## src/rtl/gal_olmc_bank.sv

```systemverilog
// rtl/gal_olmc_bank.sv - bank of N GAL output logic macrocells with serial fuse loader
//
// Purpose: cycle-accurate model of N OLMC cells fed by the AND array. Each cell
// is configured as registered/combinational and inverted/non-inverted through a
// 2N-bit serial fuse chain (cfg[2i] = registered, cfg[2i+1] = inverted).
//
// Ports:
//   C         clock, all registers sample on posedge
//   RN        asynchronous active-low reset
//   SP        synchronous preset of all cell registers (GAL_OLMC_SYNC_PRESET_EN only)
//   CFG_EN    config shift enable
//   CFG_D     serial config data, first bit lands in cfg[0]
//   A[N]      sum-term input per cell
//   E[N]      output-enable product term per cell
//   Y[N]      pad value
//   YE[N]     pad drive enable (0 = pad undriven)
//   FB[N]     feedback to the AND array
//   CFG_DONE  valid configuration active
//   CFG_ERR   last load had the wrong length
//
// Optional feature macro: GAL_OLMC_SYNC_PRESET_EN
module gal_olmc_bank #(
  parameter int N = 8
) (
  input  logic         C,
  input  logic         RN,
`ifdef GAL_OLMC_SYNC_PRESET_EN
  input  logic         SP,
`endif
  input  logic         CFG_EN,
  input  logic         CFG_D,
  input  logic [N-1:0] A,
  input  logic [N-1:0] E,
  output logic [N-1:0] Y,
  output logic [N-1:0] YE,
  output logic [N-1:0] FB,
  output logic         CFG_DONE,
  output logic         CFG_ERR
);

  localparam int CW = $clog2(2 * N + 2);
  localparam logic [CW-1:0] CNT_FULL = CW'(2 * N);
  localparam logic [CW-1:0] CNT_SAT  = CW'(2 * N + 1);

  typedef enum logic [1:0] {ST_UNCFG, ST_SHIFT, ST_RUN, ST_ERR} state_t;

  state_t           state_q, state_d;
  logic [CW-1:0]    cnt_q;
  logic [2*N-1:0]   sr_q;
  logic [2*N-1:0]   cfg_q;
  logic [N-1:0]     q;
  logic             done_q;
  logic             err_q;

  // State register
  always_ff @(posedge C or negedge RN) begin
    if (!RN) state_q <= ST_UNCFG;
    else     state_q <= state_d;
  end

  // Next-state logic
  always_comb begin
    state_d = state_q;
    case (state_q)
      ST_SHIFT: if (!CFG_EN) state_d = (cnt_q == CNT_FULL) ? ST_RUN : ST_ERR;
      default:  if (CFG_EN)  state_d = ST_SHIFT;
    endcase
  end

  // Fuse chain, bit counter and active configuration. The active config and
  // CFG_DONE are only touched on the leaving-SHIFT edge, so a reload started
  // from RUN keeps the old configuration live until the commit edge.
  always_ff @(posedge C or negedge RN) begin
    if (!RN) begin
      cnt_q  <= '0;
      sr_q   <= '0;
      cfg_q  <= '0;
      done_q <= 1'b0;
      err_q  <= 1'b0;
    end else if (CFG_EN) begin
      sr_q <= {CFG_D, sr_q[2*N-1:1]};
      if (state_q != ST_SHIFT) begin
        cnt_q <= CW'(1);
        err_q <= 1'b0;
      end else if (cnt_q != CNT_SAT) begin
        cnt_q <= cnt_q + CW'(1);
      end
    end else if (state_q == ST_SHIFT) begin
      cnt_q <= '0;
      if (cnt_q == CNT_FULL) begin
        cfg_q  <= sr_q;
        done_q <= 1'b1;
      end else begin
        cfg_q  <= '0;
        done_q <= 1'b0;
        err_q  <= 1'b1;
      end
    end
  end

  // Cell registers capture in every state, so a cell switched to registered
  // immediately exposes whatever it last sampled.
  always_ff @(posedge C or negedge RN) begin
    if (!RN) begin
      q <= '0;
    end else begin
`ifdef GAL_OLMC_SYNC_PRESET_EN
      q <= SP ? '1 : A;
`else
      q <= A;
`endif
    end
  end

  // Output logic: only a committed configuration drives the pads.
  always_comb begin
    Y  = '0;
    YE = '0;
    FB = '0;
    for (int i = 0; i < N; i++) begin
      if (done_q) begin
        if (cfg_q[2*i]) begin
          Y[i]  = q[i] ^ cfg_q[2*i+1];
          FB[i] = q[i];
        end else begin
          Y[i]  = A[i] ^ cfg_q[2*i+1];
          FB[i] = A[i] ^ cfg_q[2*i+1];
        end
        YE[i] = E[i];
      end
    end
  end

  assign CFG_DONE = done_q;
  assign CFG_ERR  = err_q;

endmodule

```

## config.mk

```make
export PLATFORM = sky130hd
export DESIGN_NAME = gal_olmc_bank
export DESIGN_NICKNAME = d
export VERILOG_FILES = /design/src/rtl/gal_olmc_bank.sv
export SDC_FILE = /design/constraint.sdc
export NUM_CORES = 1
export LEC_CHECK = 0
export ABC_AREA = 1
export BUFFER_PORTS_ARGS = -buffer_cell sky130_fd_sc_hd__buf_2
export CORE_ASPECT_RATIO = 1.1
export CORE_UTILIZATION = 30
export CTS_CLUSTER_DIAMETER = 50
export CTS_CLUSTER_SIZE = 20
export DETAILED_ROUTE_END_ITERATION = 8
export PLACE_DENSITY = 0.5
export RECOVER_POWER = 25
export SLEW_MARGIN = 20
export SYNTH_ARGS = -nofsm -noshare
export SYNTH_HDL_FRONTEND = slang
export SYNTH_SLANG_ARGS = --single-unit
```

## constraint.sdc

```tcl
create_clock -name C -period 3.4 [get_ports C]
set_input_delay 0.17 -clock C [delete_from_list [all_inputs] [get_ports C]]
set_output_delay 0.17 -clock C [all_outputs]
set_load 0.03 [all_outputs]
```

; ---- After elaboration in Yosys (flattened, before gate mapping)
; Index checks and enable logic that the tools add are counted.
[word_totals]
register_bits = 49
inputBits = 20
output_inout_bits = 26
[classes]
muxes = 54
n_bitwise = 17
eq_ne = 8
reduce_logical = 5
add_sub_neg = 1
[ops]
columns = cell, n
row1 = 1-bit two-way mux, 46
row2 = 5-bit two-way mux, 4
row3 = 16-bit two-way mux, 1
row4 = 1-bit XOR, 16
row5 = 2-bit two-way mux, 3
row6 = 2-bit AND reduction, 3
row7 = "5-bit by 1-bit adder with 5-bit output, second input constant", 1
row8 = "5-bit equality test, second input constant", 1
row9 = "5-bit != test, second input constant", 1
row10 = "2-bit by 1-bit != test with 1-bit output, second input constant", 2
row11 = "2-bit != test, second input constant", 2
row12 = "3-bit by 1-bit != test with 1-bit output, second input constant", 1
row13 = 3-bit AND reduction, 1
row14 = "2-bit by 1-bit equality test with 1-bit output, second input constant", 1
row15 = 2-bit nonzero test, 1
row16 = 1-bit inverter, 1

; ---- Logic depth before layout (Yosys ltp)
[logic_depth]
word_depth = 4
mapped_depth = 9
depth_no_buf = 9

; ---- Worst setup path before layout
; Ideal clock, no wire load.
[synth_timing]
path_kind = register -> output
startpoint = reg done_q (netlist: CFG_DONE)
endpoint = out FB[7]
slack_ns = 1.773
n_path_buf = 2
t_arrival_ns = 1.457
stages_incl_launch_ff = 5
path_cell_list = dfrtp_1 > buf_2 > buf_2 > nand2_1 > a21oi_1
[synth_between]
elab_chain_cells = 1
[synth_rtl]
columns = item, line
row1 = start: declaration, 52  ; logic done_q;
row2 = start signal: assignment, 78  ; done_q <= 1'b0;
row3 = start signal: assignment, 92  ; done_q <= 1'b1;
row4 = start signal: assignment, 95  ; done_q <= 1'b0;
row5 = 1-bit two-way mux, 121  ; if (done_q) begin
row6 = end: declaration, 36  ; output logic [N-1:0] FB,
; No other way between the ends.

; ---- Final worst setup path
[layout_timing]
startpoint = reg done_q (netlist: CFG_DONE)
endpoint = out FB[4]
; The elaborated chain is that of the path after synthesis.

==> metrics.csv <==
metric,value,unit
grtUsageTotal,11.5,%
leakage,1.49,nW
synth_cell_types,22,
synth_area_leaders,"dfrtp_1 52%, nand2_1 12%, inv_1 8.2%",
max_freq,588,MHz
crit_chain,nand2_1 > a21oi_1 > buf_2,
clkSinkCount,49,
grt_pass1_vias,1650,
crit_slowest_cell,dfrtp_1,
port_buffers,45,
cp.required,3230,ps
core,0.00756,sq mm
die_w,86.9,um
cp_max_fo,18,
nets,365,
htree_num_levels,2,
antenna_found_initial,0,
crit_type,flip-flop to output pin,
finalCritPeriodShare,50.1,%
synth_sequential_area_ratio,51.6,%
tritoncts,yes,
met3_usage,2.68,%
cts_made_buffers,5,
rows,33,
synth-seq-cells,49,
cpPeakStageDelay,730,ps
synth_warnings,0,
grt_setup_unrepaired,false,
clk_pin_slew_worst_paths,80,ps
grt_pass1_wl,7340,um
detail-route-antenna-nets,0,
ios,46,
grt_max_degree,39,
num_vias,1866,
viasPerCell,4.19,
yosysTopAreaCell,dfrtp_1,
grt_overflow,0,
final_area,0.00285,sq mm
final_common_cell,nand2_1,
finalWeightedCongestion,0.770,
syn_to_final_growth,19.8,%
layout_min_cycle_time,1700,ps
cap_violations,1,
violations,"capacitance limit, slew limit",
post_cts_buffers,0,
worstMarginPinSlew,2030,ps
crit_arrival,1530,ps
cp-end-kind,output pin,
setup_viol,0,
syn_nets,312,
met1_usage,15.0,%
drive_above_1_share,16.8,%
initial_utilization,31.5,%
final_core_util,37.7,%
dpl.hpwl,3170,um
dieArea,0.00828,sq mm
cts_max_path_buffers,2,
die_h,95.4,um
cts_resized,0,
drt_wl_total,4500,um
synth_top_area_share,51.6,%
place_area,0.00270,sq mm
start_kind,flip-flop,
synthCells,286,
worst_hold_slack,89.2,ps
worst_clock_skew,4.16,ps
final-hold-violation-count,0,
power,1.25,mW
slew_headroom,-35.6,%
drcViolationCount,0,
syn_area,0.00238,sq mm
detail_route.wl_per_cell,10.1,um
synth.avg_cell_area,8.31,sq um
fin_setup_tns,0,ps
dr.pass1.iters,4,
num_antenna_cells,0,
drv_slew,39,
status,finished with violations,
layout_common_cells,"73 x nand2_1, 52 x inv_1, 49 x dfrtp_1, 38 x o21ai_0, 36 x buf_2",
clkLatencyLatePin,290,ps
root_buffer,clkbuf_8,
hold_buffers,6,
peakVddDrop,0.260,mV
drtIter0Drc,65,
met2_usage,18.6,%
grt-busiest-layer,met2,
cellPowerDensity,437,mW/mm^2
hold_class,primary input to flip-flop,
## synth_stat cells, drive strengths merged
| cell type | n |
|---|---|
| nand2 | 74 |
| inv | 53 |
| dfrtp | 49 |
| o21ai | 47 |
| a21oi | 16 |
| nor2 | 12 |
| xnor2 | 8 |
| buf | 7 |
| ha | 6 |
| nand3 | 6 |
| nand4 | 3 |
| a21boi | 1 |
| a22oi | 1 |
| clkbuf | 1 |
| clkinv | 1 |
| o21bai | 1 |
## metal layers
metal	up-vias	wire (um)
li1	993	-
met1	842	2300
met2	27	2020
met3	4	121
met4	0	55
met5	-	0
## registers in the layout, indices dropped and copies added (netlist names)
register and flops:
CFG_DONE 1, CFG_ERR 1, cfg_q 16, cnt_q 5, q 8, sr_q 16
state_q 2
## kinds of logic after synthesis
logic type / count (synthesis) / share of synthesized area [%]
AND/OR/NAND/NOR: 95 / 16.3
AO/OA/AOI/OAI: 66 / 15.6
buffers and inverters: 62 / 10.4
flip-flops: 49 / 51.6
XOR/XNOR: 8 / 2.95
adder cells (fa/ha/maj): 6 / 3.16
## final timing paths
check	startpoint	endpoint	slack (ps)	cells after the start
setup / recovery	CFG_DONE$_DFFE_PN0P_	FB[4]	1700	3
hold reg to reg	sr_q[15]$_DFFE_PN0P_	sr_q[14]$_DFFE_PN0P_	480	2
hold / removal	CFG_D	sr_q[15]$_DFFE_PN0P_	90	3
setup reg to reg	state_q[1]$_DFFE_PN0P_	cfg_q[8]$_DFFE_PN0P_	1710	5
min in group asynchronous	RN	cnt_q[1]$_DFFE_PN0P_	450	1
max in group asynchronous	RN	sr_q[11]$_DFFE_PN0P_	1790	1
## per-stage QoR
step,setup slack (ps),cells
after floorplan,1770,286
after global placement,1660,429
after detailed placement,1650,429
after CTS,1630,443
after global routing,1280,445
final,1700,445
## worst max-delay path, delay by kind of cell, from the launching register on
family	cells	cell delay [ps]
AOI/OAI and AO/OA	1	140
buffers and inverters	1	210
and+or+nand+nor	1	150
DFF	1	730
## cell type report
type	instances	area, sq um
clock buffer	6	72.6
clock inverter	2	10.0
fill	780	4710
inverter	54	203
multi-input combinational	175	903
sequential	49	1230
tap	105	131
timing repair buffer	54	302
## power breakdown
group          total [mW]  leakage (nW)  internal (mW)  switching, mW
clock network       0.324        0.0450          0.143          0.181
registers           0.675         0.637          0.638         0.0369
logic               0.246         0.813         0.0812          0.165
total                1.25          1.49          0.862          0.383
(Power assumes the default switching activity.)
